===== src/rtl/seq_det_1010.sv =====
`default_nettype none
// ============================================================================
// Module   : seq_det_1010
// Brief    : Moore FSM detecting the serial pattern 1010 (overlap allowed),
//            with an optional saturating detection counter enabled by the
//            macro SEQ_DET_1010_CNT_EN.
// Revision : 1.0 - initial release
// ============================================================================
module seq_det_1010 #(
  parameter int CNT_W = 8
) (
  input  logic             clk,
  input  logic             rst,
  input  logic             x,
  output logic             z,
  output logic [2:0]       state,
  output logic [CNT_W-1:0] det_cnt
);

  localparam logic [2:0] S0 = 3'd0;
  localparam logic [2:0] S1 = 3'd1;
  localparam logic [2:0] S2 = 3'd2;
  localparam logic [2:0] S3 = 3'd3;
  localparam logic [2:0] S4 = 3'd4;

  logic [2:0] state_q;
  logic [2:0] state_d;

  always_ff @(posedge clk) begin
    if (rst) begin
      state_q <= S0;
    end else begin
      state_q <= state_d;
    end
  end

  always_comb begin
    state_d = S0;
    case (state_q)
      S0:      state_d = x ? S1 : S0;
      S1:      state_d = x ? S1 : S2;
      S2:      state_d = x ? S3 : S0;
      S3:      state_d = x ? S1 : S4;
      S4:      state_d = x ? S3 : S0;  // trailing "10" of a match starts the next one
      default: state_d = S0;
    endcase
  end

  always_comb begin
    z     = (state_q == S4);
    state = state_q;
  end

`ifdef SEQ_DET_1010_CNT_EN
  logic [CNT_W-1:0] cnt_q;
  logic [CNT_W-1:0] cnt_d;

  // S4 is only ever entered from S3, so state_d==S4 marks exactly one edge per match
  always_comb begin
    cnt_d = cnt_q;
    if ((state_d == S4) && (cnt_q != {CNT_W{1'b1}})) begin
      cnt_d = cnt_q + CNT_W'(1);
    end
  end

  always_ff @(posedge clk) begin
    if (rst) begin
      cnt_q <= '0;
    end else begin
      cnt_q <= cnt_d;
    end
  end

  assign det_cnt = cnt_q;
`else
  assign det_cnt = '0;
`endif

endmodule
`default_nettype wire


===== config.mk =====
export PLATFORM = sky130hd
export DESIGN_NAME = seq_det_1010
export DESIGN_NICKNAME = d
export VERILOG_FILES = /design/src/rtl/seq_det_1010.sv
export SDC_FILE = /design/constraint.sdc
export NUM_CORES = 1
export LEC_CHECK = 0
export CORE_AREA = 2 2 39 41
export DETAILED_ROUTE_END_ITERATION = 7
export DIE_AREA = 0 0 41 43
export DONT_BUFFER_PORTS = 1
export PLACE_DENSITY_LB_ADDON = 0.25
export SYNTH_ARGS = -nofsm -noshare
export SYNTH_HDL_FRONTEND = slang
export SYNTH_SLANG_ARGS = --single-unit

===== constraint.sdc =====
create_clock -name clk -period 2.06 [get_ports clk]
set_input_delay 0.206 -clock clk [delete_from_list [all_inputs] [get_ports clk]]
set_output_delay 0.206 -clock clk [all_outputs]
set_load 0.01 [all_outputs]

==> parameters.txt <==
Parameter                              Value

Outcome
  Run status    finished, final reports clean

Die
  Chip height    43 µm
  Core region area    0.00138 mm²
  Io pins    15
  Initial core utilization    0.144
  Row cnt    14
  Die width    41 µm
  Area of the die    0.00176 mm²

Timing
  Final Max Tran Viols    0
  Tightest hold margin    0.0387 ns
  Setup repair after global routing missed its margin    no
  Final Hold Fails    0
  Minimum clock period    1.32 ns
  Number of setup violations in the final report    0
  Post-route fraction of the period consumed by the critical path    0.639
  Fmax    759 MHz
  Worst setup margin    0.743 ns
  Final-layout setup total negative slack    0 ns
  Post-route clock skew    0.00472 ns

CTS
  Sinks on the clock net    3
  Buffer cell driving the clock tree root    sky130_fd_sc_hd__clkbuf_4
  Hold-fix buffers at CTS    0
  Total setup buffers inserted after CTS    0
  Worst-skew pair later-pin latency    0.23 ns
  Clk pin slew, worst setup/hold paths    0.04 ns
  Max Buffers Root-to-Sink    2
  Resized Gates After CTS    0
  Num CTS Buffers    3
  Clock tree from TritonCTS    built
  Deepest level of the CTS H-tree    1

Worst setup path
  Max stage delay cell, worst path    sky130_fd_sc_hd__dfxtp_1
  Crit path launch type    register
  Critical Path AT    1.11 ns
  Critical path buffer and inverter count    0
  Cell chain of the critical path    nor3b_1
  Largest fanout of any net on the critical path    7
  Biggest cell delay along the critical path    0.46 ns
  Worst EP required    1.85 ns
  Worst Setup Path Type    register to primary output
  Critical Path End Type    primary output
  Family of cells with the greatest summed delay on the critical path    flip-flops

Yosys
  Cell taking the most area after synthesis    sky130_fd_sc_hd__dfxtp_1
  Cells taking the most area after synthesis    sky130_fd_sc_hd__dfxtp_1 (30%), sky130_fd_sc_hd__buf_4 (30%), sky130_fd_sc_hd__or4bb_1 (11%)
  Mean instance size in the synthesized netlist    9.47 µm²
  Portion of the post-synthesis area used by sequential elements    0.302
  Post-synth top area share    0.302
  Synthesized cell area    199 µm²
  Register bit total from synthesis    3
  Distinct cells, synth    11
  Ys Warns    0
  Number of instances in the synthesized netlist    21

Placement
  DPL Wire Length    283 µm
  Instance count after placement with tap cells included    36
  Port buffer count    0
  GPL Wtd Cong    0.425
  Worst slack at placement    0.862 ns
  Area after DPL    185 µm²

Finish
  Post-synthesis to final-layout area growth    6.29%
  Count of placed standard cells in the final layout, fillers left out    40
  Number of flip-flops in the largest register    3
  Diodes inserted    0
  Share of post-route cells with drive strength above 1    0.167
  Net total in the final layout    28
  Cell area after layout    211 µm²

Global route
  Overflow after GRT    0
  Largest net degree at the start of global routing    8
  Initial antenna violation count    0
  Vias in the first global route    145
  Global-route wire length before repair    510 µm
  Total Routing Usage GR    0.0470

Routing
  Routed via count divided by cell count    3.50
  First-pass iteration count of the detailed router    1
  Routed vias    140
  Number of DRC markers after the initial detailed-route iteration    0
  Routed wire length    388 µm
  DRC errors left    0
  Wire length per cell    9.70 µm
  Antenna violation net count after detailed routing    0

Power
  Leakage power total    0.0905 nW
  Areal power density over the cells    849 mW/mm²
  Max rail drop VDD    0.0753 mV

Run
  Count of max-cap constraint violations    0

Worst hold path
  Class of the tightest hold or removal check    input pin to register
kinds of logic (layout without fill, tap and decap cells):
group | after synthesis | count (layout) | share of synthesized area
buffers and inverters | 8 | 4 | 0.302
AO/OA/AOI/OAI | 2 | 2 | 0.0566
other | 1 | 8 | 0.0188
AND/OR/NAND/NOR | 7 | 7 | 0.321
flip-flops | 3 | 3 | 0.302
layout by cell type, fill, tap and decap left out:
cell type and n:
sky130_fd_sc_hd__o21ai_0 1, sky130_fd_sc_hd__and3b_1 1, sky130_fd_sc_hd__or4b_1 1, sky130_fd_sc_hd__a31oi_1 1, sky130_fd_sc_hd__or4bb_1 2, sky130_fd_sc_hd__conb_1 8, sky130_fd_sc_hd__clkbuf_1 1, sky130_fd_sc_hd__dfxtp_1 3
sky130_fd_sc_hd__clkbuf_4 3, sky130_fd_sc_hd__and4b_2 1, sky130_fd_sc_hd__nor3b_1 1, sky130_fd_sc_hd__nor2_1 1
worst register-to-register path: cells and delay by family, from the launching register on:
kind	cells	cell delay, ns
AND/OR/NAND/NOR	1	0.52
flip-flops	1	0.46
AO/OA/AOI/OAI	1	0.17
cell usage after synthesis:
library cell              number
sky130_fd_sc_hd__or4bb_1       2
sky130_fd_sc_hd__conb_1        1
sky130_fd_sc_hd__a31oi_1       1
sky130_fd_sc_hd__o21ai_0       1
sky130_fd_sc_hd__and4b_2       1
sky130_fd_sc_hd__dfxtp_1       3
sky130_fd_sc_hd__or4b_1        1
sky130_fd_sc_hd__nor2_1        1
sky130_fd_sc_hd__buf_4         8
sky130_fd_sc_hd__nor3b_1       1
sky130_fd_sc_hd__and3b_1       1
per-stage QoR:
stage	total power, mW	util
CTS	0.184	0.153
floorplan	0.0850	-
finish	0.179	0.153
global placement	0.0747	0.134
global route	0.187	0.153
detailed placement	0.0750	0.134
metal layers:
metal / global-route usage / part of all wire / vias up
met5: 0 / 0 / -
met4: 0.0800 / 0 / 0
met3: 0.0209 / 0.20 / 0
met2: 0.0719 / 0.51 / 13
met1: 0.0253 / 0.29 / 62
li1: - / - / 65
power breakdown:
| part | total (mW) | internal, mW | leakage (nW) | switching (mW) |
|---|---|---|---|---|
| Combinational | 0.0103 | 0.00273 | 0.0509 | 0.00761 |
| Clock | 0.105 | 0.0727 | 0.0150 | 0.0322 |
| Sequential | 0.0641 | 0.0603 | 0.0245 | 0.00388 |
| Total | 0.179 | 0.136 | 0.0905 | 0.0437 |
cell type report:
| type | instances | area (µm²) |
|---|---|---|
| Clock buffer | 4 | 26.3 |
| Fill cell | 159 | 1170 |
| Multi-Input combinational cell | 17 | 105 |
| Tap cell | 16 | 20.0 |
| Sequential cell | 3 | 60.1 |
path summary, 6_finish.rpt:
path | startpoint | end | slack, ns | depth (start not counted)
setup / recovery | state[2] | z | 0.74 | 1
hold / removal | rst | state[1] | 0.04 | 1
setup reg to reg | state[2] | state[1] | 0.84 | 2
hold reg to reg | state[2] | state[0] | 0.64 | 2
Note: power is estimated with default switching activity, not from simulation.
